==> src/rtl/rd_fifo_fill_ctrl_pkg.sv <==
// Shared types and constants for the rd_fifo read-side fill controller.
package rd_fifo_fill_ctrl_pkg;

  typedef enum logic [2:0] {
    ST_IDLE,
    ST_FIFO_RST,
    ST_WAIT_SPACE,
    ST_CMD,
    ST_DATA,
    ST_DRAIN
  } state_e;

  localparam int CMD_LEN_W      = 8;
  // One more bit than the length field so a full 256-beat burst fits.
  localparam int BEAT_W         = CMD_LEN_W + 1;
  localparam int DEF_DATA_WIDTH = 128;

  function automatic int bytes_per_beat(input int data_width);
    return data_width / 8;
  endfunction

  localparam int BYTES_PER_BEAT = bytes_per_beat(DEF_DATA_WIDTH);

endpackage

==> src/rtl/rd_fifo_fill_ctrl_if.sv <==
// Memory read-command/data and rd_fifo write-port bundle for the fill controller.
interface rd_fifo_fill_ctrl_if
  import rd_fifo_fill_ctrl_pkg::*;
#(
  parameter int ADDR_WIDTH       = 28,
  parameter int DATA_WIDTH       = DEF_DATA_WIDTH,
  parameter int FIFO_DEPTH_WIDTH = 10
);

  logic                        rd_cmd_valid;
  logic                        rd_cmd_ready;
  logic [ADDR_WIDTH-1:0]       rd_cmd_addr;
  logic [CMD_LEN_W-1:0]        rd_cmd_len;
  logic                        rd_data_valid;
  logic [DATA_WIDTH-1:0]       rd_data;
  logic                        rd_data_last;
  logic                        fifo_wr_en;
  logic [DATA_WIDTH-1:0]       fifo_wr_data;
  logic                        fifo_rst;
  logic                        fifo_wr_full;
  logic [FIFO_DEPTH_WIDTH:0]   fifo_wr_water_level;

  modport master (
    output rd_cmd_valid, rd_cmd_addr, rd_cmd_len,
    input  rd_cmd_ready,
    input  rd_data_valid, rd_data, rd_data_last,
    output fifo_wr_en, fifo_wr_data, fifo_rst,
    input  fifo_wr_full, fifo_wr_water_level
  );

  modport slave (
    input  rd_cmd_valid, rd_cmd_addr, rd_cmd_len,
    output rd_cmd_ready,
    output rd_data_valid, rd_data, rd_data_last,
    input  fifo_wr_en, fifo_wr_data, fifo_rst,
    output fifo_wr_full, fifo_wr_water_level
  );

endinterface

==> src/rtl/rd_fifo_fill_addr_gen.sv <==
// Frame walker: current burst byte address, beats still to fetch, and the
// size of the next burst (the lesser of a full burst and what remains).
module rd_fifo_fill_addr_gen
  import rd_fifo_fill_ctrl_pkg::*;
#(
  parameter int ADDR_WIDTH  = 28,
  parameter int BURST_LEN   = 64,
  parameter int FRAME_BASE  = 0,
  parameter int FRAME_BEATS = 115200,
  parameter int BPB         = BYTES_PER_BEAT
) (
  input  logic                  clk,
  input  logic                  rst_n,
  input  logic                  load_i,
  input  logic                  adv_i,
  output logic [ADDR_WIDTH-1:0] addr_o,
  output logic [BEAT_W-1:0]     beats_o,
  output logic                  remain_zero_o
);

  localparam int REM_W = $clog2(FRAME_BEATS + 1);
  localparam int CMP_W = (REM_W > BEAT_W) ? REM_W : BEAT_W;

  logic [ADDR_WIDTH-1:0] addr_q, addr_d;
  logic [REM_W-1:0]      remain_q, remain_d;

  always_comb begin
    if (CMP_W'(remain_q) < CMP_W'(BURST_LEN)) beats_o = BEAT_W'(remain_q);
    else                                      beats_o = BEAT_W'(BURST_LEN);
  end

  always_comb begin
    addr_d   = addr_q;
    remain_d = remain_q;
    if (load_i) begin
      addr_d   = ADDR_WIDTH'(FRAME_BASE);
      remain_d = REM_W'(FRAME_BEATS);
    end else if (adv_i) begin
      addr_d   = addr_q + ADDR_WIDTH'(beats_o) * ADDR_WIDTH'(BPB);
      remain_d = remain_q - REM_W'(beats_o);
    end
  end

  always_ff @(posedge clk or negedge rst_n) begin
    if (!rst_n) begin
      addr_q   <= '0;
      remain_q <= '0;
    end else begin
      addr_q   <= addr_d;
      remain_q <= remain_d;
    end
  end

  assign addr_o        = addr_q;
  assign remain_zero_o = (remain_q == '0);

endmodule

==> src/rtl/rd_fifo_fill_ctrl.sv <==
// Fetches one frame as fixed-size read bursts, only when rd_fifo has room for a
// whole burst, and streams returned beats into the FIFO write port.
// Define RD_FIFO_FILL_CTRL_ERR_CHK_EN to enable the sticky protocol error flag.
module rd_fifo_fill_ctrl
  import rd_fifo_fill_ctrl_pkg::*;
#(
  parameter int ADDR_WIDTH       = 28,
  parameter int DATA_WIDTH       = DEF_DATA_WIDTH,
  parameter int FIFO_DEPTH_WIDTH = 10,
  parameter int BURST_LEN        = 64,
  parameter int FRAME_BASE       = 0,
  parameter int FRAME_BEATS      = 115200,
  parameter int RST_CYCLES       = 8
) (
  input  logic                 clk,
  input  logic                 rst_n,
  input  logic                 frame_start_i,
  rd_fifo_fill_ctrl_if.master  bus,
  output logic                 busy_o,
  output logic                 frame_done_o,
  output logic                 err_o
);

  localparam int RC_W = $clog2(RST_CYCLES + 1);
  localparam int LV_W = FIFO_DEPTH_WIDTH + 1;
  localparam int SP_W = (LV_W > BEAT_W) ? LV_W : BEAT_W;

  state_e                  state_q, state_d;
  logic [RC_W-1:0]         rst_cnt_q, rst_cnt_d;
  logic [BEAT_W-1:0]       beat_cnt_q, beat_cnt_d;
  logic                    load, adv, restart, cmd_load;
  logic [ADDR_WIDTH-1:0]   addr;
  logic [BEAT_W-1:0]       beats;
  logic                    remain_zero;
  logic [LV_W-1:0]         free;
  logic                    space_ok, cnt_one, last_beat;
  logic                    wr_en_d, done_d;

  logic                    cmd_valid_q;
  logic [ADDR_WIDTH-1:0]   cmd_addr_q;
  logic [CMD_LEN_W-1:0]    cmd_len_q;
  logic                    wr_en_q;
  logic [DATA_WIDTH-1:0]   wr_data_q;
  logic                    done_q;

  rd_fifo_fill_addr_gen #(
    .ADDR_WIDTH  (ADDR_WIDTH),
    .BURST_LEN   (BURST_LEN),
    .FRAME_BASE  (FRAME_BASE),
    .FRAME_BEATS (FRAME_BEATS),
    .BPB         (bytes_per_beat(DATA_WIDTH))
  ) u_addr_gen (
    .clk           (clk),
    .rst_n         (rst_n),
    .load_i        (load),
    .adv_i         (adv),
    .addr_o        (addr),
    .beats_o       (beats),
    .remain_zero_o (remain_zero)
  );

  assign free      = LV_W'(2 ** FIFO_DEPTH_WIDTH) - bus.fifo_wr_water_level;
  assign space_ok  = SP_W'(free) >= SP_W'(beats);
  assign cnt_one   = (beat_cnt_q == BEAT_W'(1));
  assign last_beat = bus.rd_data_valid && cnt_one;

  always_comb begin
    state_d    = state_q;
    rst_cnt_d  = rst_cnt_q;
    beat_cnt_d = beat_cnt_q;
    load       = 1'b0;
    adv        = 1'b0;
    restart    = 1'b0;
    wr_en_d    = 1'b0;
    done_d     = 1'b0;
    case (state_q)
      ST_IDLE: if (frame_start_i) restart = 1'b1;
      ST_FIFO_RST: begin
        if (frame_start_i)          restart   = 1'b1;
        else if (rst_cnt_q == '0)   state_d   = ST_WAIT_SPACE;
        else                        rst_cnt_d = rst_cnt_q - RC_W'(1);
      end
      ST_WAIT_SPACE: begin
        if (frame_start_i) restart = 1'b1;
        else if (space_ok) state_d = ST_CMD;
      end
      ST_CMD: begin
        // A handshake wins over a same-cycle restart: the burst is in flight.
        if (bus.rd_cmd_ready) begin
          adv        = 1'b1;
          beat_cnt_d = beats;
          state_d    = frame_start_i ? ST_DRAIN : ST_DATA;
        end else if (frame_start_i) begin
          restart = 1'b1;
        end
      end
      ST_DATA: begin
        if (bus.rd_data_valid) beat_cnt_d = beat_cnt_q - BEAT_W'(1);
        if (frame_start_i) begin
          if (last_beat) restart = 1'b1;
          else           state_d = ST_DRAIN;
        end else if (bus.rd_data_valid) begin
          wr_en_d = 1'b1;
          if (cnt_one) begin
            if (remain_zero) begin
              done_d  = 1'b1;
              state_d = ST_IDLE;
            end else begin
              state_d = ST_WAIT_SPACE;
            end
          end
        end
      end
      ST_DRAIN: begin
        if (bus.rd_data_valid) begin
          beat_cnt_d = beat_cnt_q - BEAT_W'(1);
          if (cnt_one) restart = 1'b1;
        end
      end
      default: state_d = ST_IDLE;
    endcase
    if (restart) begin
      state_d   = ST_FIFO_RST;
      load      = 1'b1;
      rst_cnt_d = RC_W'(RST_CYCLES - 1);
    end
  end

  assign cmd_load = (state_d == ST_CMD) && (state_q != ST_CMD);

  always_ff @(posedge clk or negedge rst_n) begin
    if (!rst_n) begin
      state_q     <= ST_IDLE;
      rst_cnt_q   <= '0;
      beat_cnt_q  <= '0;
      cmd_valid_q <= 1'b0;
      cmd_addr_q  <= '0;
      cmd_len_q   <= '0;
      wr_en_q     <= 1'b0;
      wr_data_q   <= '0;
      done_q      <= 1'b0;
    end else begin
      state_q     <= state_d;
      rst_cnt_q   <= rst_cnt_d;
      beat_cnt_q  <= beat_cnt_d;
      cmd_valid_q <= (state_d == ST_CMD);
      if (cmd_load) begin
        cmd_addr_q <= addr;
        cmd_len_q  <= CMD_LEN_W'(beats - BEAT_W'(1));
      end
      wr_en_q <= wr_en_d;
      if (wr_en_d) wr_data_q <= bus.rd_data;
      done_q  <= done_d;
    end
  end

  assign bus.rd_cmd_valid = cmd_valid_q;
  assign bus.rd_cmd_addr  = cmd_addr_q;
  assign bus.rd_cmd_len   = cmd_len_q;
  assign bus.fifo_wr_en   = wr_en_q;
  assign bus.fifo_wr_data = wr_data_q;
  assign bus.fifo_rst     = (state_q == ST_FIFO_RST);
  assign busy_o           = (state_q != ST_IDLE);
  assign frame_done_o     = done_q;

`ifdef RD_FIFO_FILL_CTRL_ERR_CHK_EN
  logic err_q, err_d, final_beat, bad_beat;

  always_comb begin
    final_beat = ((state_q == ST_DATA) || (state_q == ST_DRAIN)) && cnt_one;
    bad_beat   = bus.rd_data_valid &&
                 ((bus.rd_data_last != final_beat) || bus.fifo_wr_full ||
                  (state_q == ST_IDLE) || (state_q == ST_FIFO_RST) ||
                  (state_q == ST_WAIT_SPACE) || (state_q == ST_CMD));
    err_d      = frame_start_i ? 1'b0 : (err_q | bad_beat);
  end

  always_ff @(posedge clk or negedge rst_n) begin
    if (!rst_n) err_q <= 1'b0;
    else        err_q <= err_d;
  end

  assign err_o = err_q;
`else
  // Without checking, the FIFO simply drops beats offered while full.
  logic unused_chk;
  assign unused_chk = ^{bus.rd_data_last, bus.fifo_wr_full};
  assign err_o      = 1'b0;
`endif

endmodule
==> src/flat_wrapper.sv <==
// flat-port wrapper written by rule: the top's interface ports become plain ports
module rd_fifo_fill_ctrl_flat import rd_fifo_fill_ctrl_pkg::*;
#(
  parameter int ADDR_WIDTH       = 28,
  parameter int DATA_WIDTH       = DEF_DATA_WIDTH,
  parameter int FIFO_DEPTH_WIDTH = 10,
  parameter int BURST_LEN        = 64,
  parameter int FRAME_BASE       = 0,
  parameter int FRAME_BEATS      = 115200,
  parameter int RST_CYCLES       = 8
)
  (clk, rst_n, frame_start_i, busy_o, frame_done_o, err_o, bus_rd_cmd_valid, bus_rd_cmd_addr, bus_rd_cmd_len, bus_rd_cmd_ready, bus_rd_data_valid, bus_rd_data, bus_rd_data_last, bus_fifo_wr_en, bus_fifo_wr_data, bus_fifo_rst, bus_fifo_wr_full, bus_fifo_wr_water_level);
  rd_fifo_fill_ctrl_if #(.ADDR_WIDTH(ADDR_WIDTH), .DATA_WIDTH(DATA_WIDTH), .FIFO_DEPTH_WIDTH(FIFO_DEPTH_WIDTH)) bus_i ();
  input  logic clk;
  input  logic rst_n;
  input  logic frame_start_i;
  output logic busy_o;
  output logic frame_done_o;
  output logic err_o;
  output wire logic [$bits(bus_i.rd_cmd_valid)-1:0] bus_rd_cmd_valid;
  output wire logic [$bits(bus_i.rd_cmd_addr)-1:0] bus_rd_cmd_addr;
  output wire logic [$bits(bus_i.rd_cmd_len)-1:0] bus_rd_cmd_len;
  input wire logic [$bits(bus_i.rd_cmd_ready)-1:0] bus_rd_cmd_ready;
  input wire logic [$bits(bus_i.rd_data_valid)-1:0] bus_rd_data_valid;
  input wire logic [$bits(bus_i.rd_data)-1:0] bus_rd_data;
  input wire logic [$bits(bus_i.rd_data_last)-1:0] bus_rd_data_last;
  output wire logic [$bits(bus_i.fifo_wr_en)-1:0] bus_fifo_wr_en;
  output wire logic [$bits(bus_i.fifo_wr_data)-1:0] bus_fifo_wr_data;
  output wire logic [$bits(bus_i.fifo_rst)-1:0] bus_fifo_rst;
  input wire logic [$bits(bus_i.fifo_wr_full)-1:0] bus_fifo_wr_full;
  input wire logic [$bits(bus_i.fifo_wr_water_level)-1:0] bus_fifo_wr_water_level;
  assign bus_rd_cmd_valid = bus_i.rd_cmd_valid;
  assign bus_rd_cmd_addr = bus_i.rd_cmd_addr;
  assign bus_rd_cmd_len = bus_i.rd_cmd_len;
  assign bus_i.rd_cmd_ready = bus_rd_cmd_ready;
  assign bus_i.rd_data_valid = bus_rd_data_valid;
  assign bus_i.rd_data = bus_rd_data;
  assign bus_i.rd_data_last = bus_rd_data_last;
  assign bus_fifo_wr_en = bus_i.fifo_wr_en;
  assign bus_fifo_wr_data = bus_i.fifo_wr_data;
  assign bus_fifo_rst = bus_i.fifo_rst;
  assign bus_i.fifo_wr_full = bus_fifo_wr_full;
  assign bus_i.fifo_wr_water_level = bus_fifo_wr_water_level;
  rd_fifo_fill_ctrl #(.ADDR_WIDTH(ADDR_WIDTH), .DATA_WIDTH(DATA_WIDTH), .FIFO_DEPTH_WIDTH(FIFO_DEPTH_WIDTH), .BURST_LEN(BURST_LEN), .FRAME_BASE(FRAME_BASE), .FRAME_BEATS(FRAME_BEATS), .RST_CYCLES(RST_CYCLES)) u_core (.clk(clk), .rst_n(rst_n), .frame_start_i(frame_start_i), .bus(bus_i), .busy_o(busy_o), .frame_done_o(frame_done_o), .err_o(err_o));
endmodule
==> config.mk <==
export PLATFORM = sky130hd
export DESIGN_NAME = rd_fifo_fill_ctrl_flat
export DESIGN_NICKNAME = d
export VERILOG_FILES = /design/src/rtl/rd_fifo_fill_ctrl_pkg.sv /design/src/rtl/rd_fifo_fill_ctrl_if.sv /design/src/rtl/rd_fifo_fill_addr_gen.sv /design/src/rtl/rd_fifo_fill_ctrl.sv /design/src/flat_wrapper.sv
export SDC_FILE = /design/constraint.sdc
export NUM_CORES = 1
export LEC_CHECK = 0
export CAP_MARGIN = 20
export CORE_MARGIN = 5
export CORE_UTILIZATION = 42
export DETAILED_ROUTE_END_ITERATION = 7
export GPL_TIMING_DRIVEN = 1
export PLACE_DENSITY = 0.77
export SYNTH_ARGS = -nofsm -noshare
export SYNTH_HDL_FRONTEND = slang
export SYNTH_SLANG_ARGS = --single-unit
export TNS_END_PERCENT = 100
==> constraint.sdc <==
create_clock -name clk -period 3.5 [get_ports clk]
set_input_delay 0.875 -clock clk [delete_from_list [all_inputs] [get_ports clk]]
set_output_delay 0.875 -clock clk [all_outputs]
set_load 0.02 [all_outputs]
==> load_flow_metrics.sql <==
INSERT INTO impl_metrics (metric_group, metric, value, unit) VALUES
('outcome', 'run_status', 'finished, final reports clean', ''),
('die', 'fp.dieArea', '0.0266', 'mm2'),
('power_and_ir_drop', 'power.leakage', '6.55', 'nW'),
('die', 'rows', '56', ''),
('place', 'postPlaceCellArea', '0.0135', 'mm2'),
('synth', 'synth.ff_latch_count', '220', ''),
('final_layout', 'layout.cells.most_common', 'sky130_fd_sc_hd__clkdlybuf4s50_1', ''),
('global_route', 'gr-usage-all-layers', '0.189', ''),
('clock_tree', 'tritoncts', 'built', ''),
('setup_path', 'kind_of_critical_path', 'in -> reg', ''),
('setup_path', 'regToRegEndpoint', 'u_core.u_addr_gen.addr_o[22]', ''),
('hold_path', 'holdCritPathClass', 'in -> async', ''),
('timing', 'maxSlewHeadroom', '0.501', ''),
('setup_path', 'cp_cell_sequence', 'clkdlybuf4s50_1, or4_4, nor2_1, xnor2_1, ha_1, nand4_1, nand3_1, o211a_1, o31ai_4, buf_4, mux2_2', ''),
('synth', 'netlist_area', '0.00986', 'mm2'),
('final_layout', 'layout_common_cells', 'sky130_fd_sc_hd__clkdlybuf4s50_1 (307), sky130_fd_sc_hd__dfrtp_1 (220), sky130_fd_sc_hd__mux2_2 (158), sky130_fd_sc_hd__nand2_1 (46), sky130_fd_sc_hd__nor2_1 (38)', ''),
('setup_path', 'endpoint_kind', 'flip-flop', ''),
('routing', 'route.final.wire_length', '26400', 'um'),
('die', 'chipWidth', '163', 'um'),
('power_and_ir_drop', 'totalPowerFinal', '5.55', 'mW'),
('global_route', 'grt_pass1_wl', '40500', 'um'),
('timing', 'layout_setup_ws', '174', 'ps'),
('timing', 'tightest_slew', '748', 'ps'),
('global_route', 'grt_start_max_net_pins', '107', ''),
('synth', 'sequential_cell_area_fraction_in_the_yosys_report', '0.559', ''),
('timing', 'setup-violations-final', '0', ''),
('clock_tree', 'cts_inserted_buffers', '25', ''),
('timing', 'timing.fmax', '301', 'MHz'),
('timing', 'fin_hold_viols', '0', ''),
('clock_tree', 'htree_num_levels', '1', ''),
('clock_tree', 'clk-insertion-delay-late', '510', 'ps'),
('timing', 'grt_setup_unrepaired', 'false', ''),
('routing', 'vias', '7460', ''),
('setup_path', 'timing.critical_path.slowest_cell_delay', '550', 'ps'),
('final_layout', 'area_delta_synth_final', '45.5', '%'),
('setup_path', 'critical_path.startpoint_type', 'input port', ''),
('die', 'die_h', '163', 'um'),
('routing', 'post-route-drc-count', '0', ''),
('clock_tree', 'post_cts_buffers', '0', ''),
('place', 'preCtsSetupSlack', '-365', 'ps'),
('global_route', 'first_global_vias', '7354', ''),
('place', 'half_perimeter_wire_length_after_placement', '19800', 'um'),
('timing', 'final_period_minus_worst_setup_slack', '3330', 'ps'),
('place', 'place_congestion', '0.803', ''),
('clock_tree', 'cts_root_buffer', 'sky130_fd_sc_hd__clkbuf_16', ''),
('clock_tree', 'clk_pin_slew_worst_paths', '60', 'ps'),
('routing', 'vias_per_cell', '5.06', ''),
('synth', 'ys_async_sr_fraction', '1.00', ''),
('routing', 'drt_pass1_iterations', '5', ''),
('die', 'core_area', '0.0233', 'mm2'),
('synth', 'synthFlopType', 'sky130_fd_sc_hd__dfrtp_1', ''),
('power_and_ir_drop', 'vdd_drop_max', '301', 'uV'),
('routing', 'drtAntennaViolNets', '0', ''),
('clock_tree', 'clock-sinks', '220', ''),
('place', 'port_buffers', '308', ''),
('timing', 'timing.final.crit_share', '0.950', ''),
('synth', 'synthesis.instances', '802', ''),
('clock_tree', 'ctsLongestPathBuffers', '3', ''),
('final_layout', 'layout-drive-gt1-share', '0.211', ''),
('setup_path', 'crit_fanout', '9', ''),
('synth', 'synth-warning-count', '0', ''),
('die', 'io_pins', '316', ''),
('global_route', 'grt_antenna_before_repair', '1', ''),
('setup_path', 'worst-endpoint-arrival', '3710', 'ps'),
('final_layout', 'design_area', '0.0143', 'mm2'),
('timing', 'final.setup_skew', '8.43', 'ps'),
('setup_path', 'critical-path-slowest-cell', 'sky130_fd_sc_hd__or4_4', ''),
('power_and_ir_drop', 'power_per_cell_area', '387', 'mW/mm2'),
('timing', 'timing_max_transition_violations_final', '0', ''),
('synth', 'synth-edff-count', '0', ''),
('setup_path', 'reg2reg_from', 'u_core.u_addr_gen.remain_q[9]', ''),
('global_route', 'grt_ovf', '0', ''),
('routing', 'dr.first_iter.drc_count', '344', ''),
('synth', 'number_of_distinct_standard_cells_referenced_by_the_synthesized_netlist', '57', ''),
('routing', 'detail_route.wl_per_cell', '17.9', 'um'),
('setup_path', 'worst-r2r-cell-count', '13', ''),
('setup_path', 'crit_required', '3890', 'ps'),
('synth', 'postSynthAreaPerCell', '12.3', 'um2'),
('setup_path', 'worst-r2r-setup-slack', '220', 'ps'),
('job', 'maxCapViolCount', '0', ''),
('die', 'initial_util', '0.424', ''),
('final_layout', 'nets', '1308', '');
==> cells in the mapped netlist (3+ instances only) <==
library cell | number | share of area
sky130_fd_sc_hd__nor2_1 | 38 | 0.014
sky130_fd_sc_hd__nand3_1 | 24 | 0.012
sky130_fd_sc_hd__o211ai_1 | 4 | 0.0030
sky130_fd_sc_hd__nor2b_1 | 6 | 0.0038
sky130_fd_sc_hd__nand4b_1 | 4 | 0.0036
sky130_fd_sc_hd__nand2_1 | 46 | 0.018
sky130_fd_sc_hd__or3_1 | 11 | 0.0070
sky130_fd_sc_hd__and2_1 | 4 | 0.0025
sky130_fd_sc_hd__mux2_2 | 158 | 0.18
sky130_fd_sc_hd__or4_1 | 4 | 0.0030
sky130_fd_sc_hd__buf_4 | 5 | 0.0038
sky130_fd_sc_hd__inv_1 | 19 | 0.0072
sky130_fd_sc_hd__nand4_1 | 9 | 0.0057
sky130_fd_sc_hd__o21a_1 | 3 | 0.0023
sky130_fd_sc_hd__clkbuf_1 | 32 | 0.012
sky130_fd_sc_hd__dfrtp_1 | 220 | 0.56
sky130_fd_sc_hd__nor4_1 | 10 | 0.0063
sky130_fd_sc_hd__nor4b_1 | 3 | 0.0027
sky130_fd_sc_hd__nor3_1 | 20 | 0.010
sky130_fd_sc_hd__a21oi_1 | 30 | 0.015
sky130_fd_sc_hd__buf_6 | 3 | 0.0034
sky130_fd_sc_hd__xnor2_1 | 22 | 0.020
sky130_fd_sc_hd__xor2_1 | 13 | 0.012
sky130_fd_sc_hd__ha_1 | 24 | 0.030
sky130_fd_sc_hd__o21ai_0 | 37 | 0.019
sky130_fd_sc_hd__a211oi_1 | 5 | 0.0038
sky130_fd_sc_hd__nand2b_1 | 7 | 0.0044
==> cell families after synthesis <==
group,after synthesis,share of synthesized area
fa+ha+maj,25,0.0325
compound gates,106,0.0671
flops,220,0.559
simple gates,194,0.100
mux,160,0.183
xor+xnor,35,0.0311
other cells,2,0.000762
buf+inv,60,0.0270
==> worst max path at each step <==
stage	to	from	slack [ps]
2_1_floorplan	u_core.bus.rd_cmd_addr[11]	bus_fifo_wr_water_level[0]	150
3_3_place_gp	u_core.bus.rd_cmd_len[2]	bus_fifo_wr_water_level[0]	-330
3_5_place_dp	u_core.bus.rd_cmd_len[5]	bus_fifo_wr_water_level[0]	-360
4_1_cts	u_core.u_addr_gen.addr_o[22]	u_core.u_addr_gen.remain_q[9]	50
5_1_grt	u_core.bus.rd_cmd_len[5]	bus_fifo_wr_water_level[0]	8
6_report	u_core.bus.rd_cmd_len[5]	bus_fifo_wr_water_level[0]	170
==> registers in the layout, summed over array words and instances (netlist names), 3 cells and up <==
name / count
u_core.bus.fifo_wr_data: 128
u_core.bus.rd_cmd_addr: 24
u_core.u_addr_gen.addr_o: 24
u_core.u_addr_gen.remain_q: 17
u_core.beat_cnt_q: 9
u_core.bus.rd_cmd_len: 8
u_core.rst_cnt_q: 4
u_core.state_q: 3
==> final cells by class <==
class,count,area [um2]
clock inverters,11,111
inverters,19,71.3
diodes,1,2.50
multi-input cells,530,4140
flip-flops and latches,220,5510
clock buffers,34,719
fillers,1889,8920
well taps,319,399
repair buffers,341,3400
==> report_power, final <==
part | switching, mW | internal, mW
Sequential | 0.0193 | 2.56
Combinational | 0.163 | 0.204
Clock | 1.02 | 1.58
Total | 1.20 | 4.35
==> per-layer routing <==
layer / part of all wire / vias up / GRT usage
met4: 0.024 / 0 / 0.0499
met1: 0.38 / 3634 / 0.232
met5: 0 / - / 0
met2: 0.51 / 235 / 0.333
li1: - / 3543 / -
met3: 0.086 / 48 / 0.0497
==> critical path, delay by kind of cell <==
kind                       cells  cell delay [ps]
AOI/OAI and AO/OA              2              540
muxes                          1              350
buffers and inverters          2              680
and+or+nand+nor                4              880
adders and majority gates      1              270
xor gates and xnor gates       1              130
==> per-stage QoR <==
stage	setup TNS [ps]	hold slack, ps	instances	utilization
finish	0	370	1475	0.617
global route	0	394	1475	0.617
CTS	0	376	1474	0.616
detailed placement	-11390	484	1429	0.580
global placement	-10510	482	1429	0.580
floorplan	0	464	810	-
==> timing repair <==
item                                    CTS  global route
resized for setup                         0             3
hold buffers                              0             0
endpoints found under the setup margin    0            43
No activity file was read; power rests on OpenSTA's default activity.
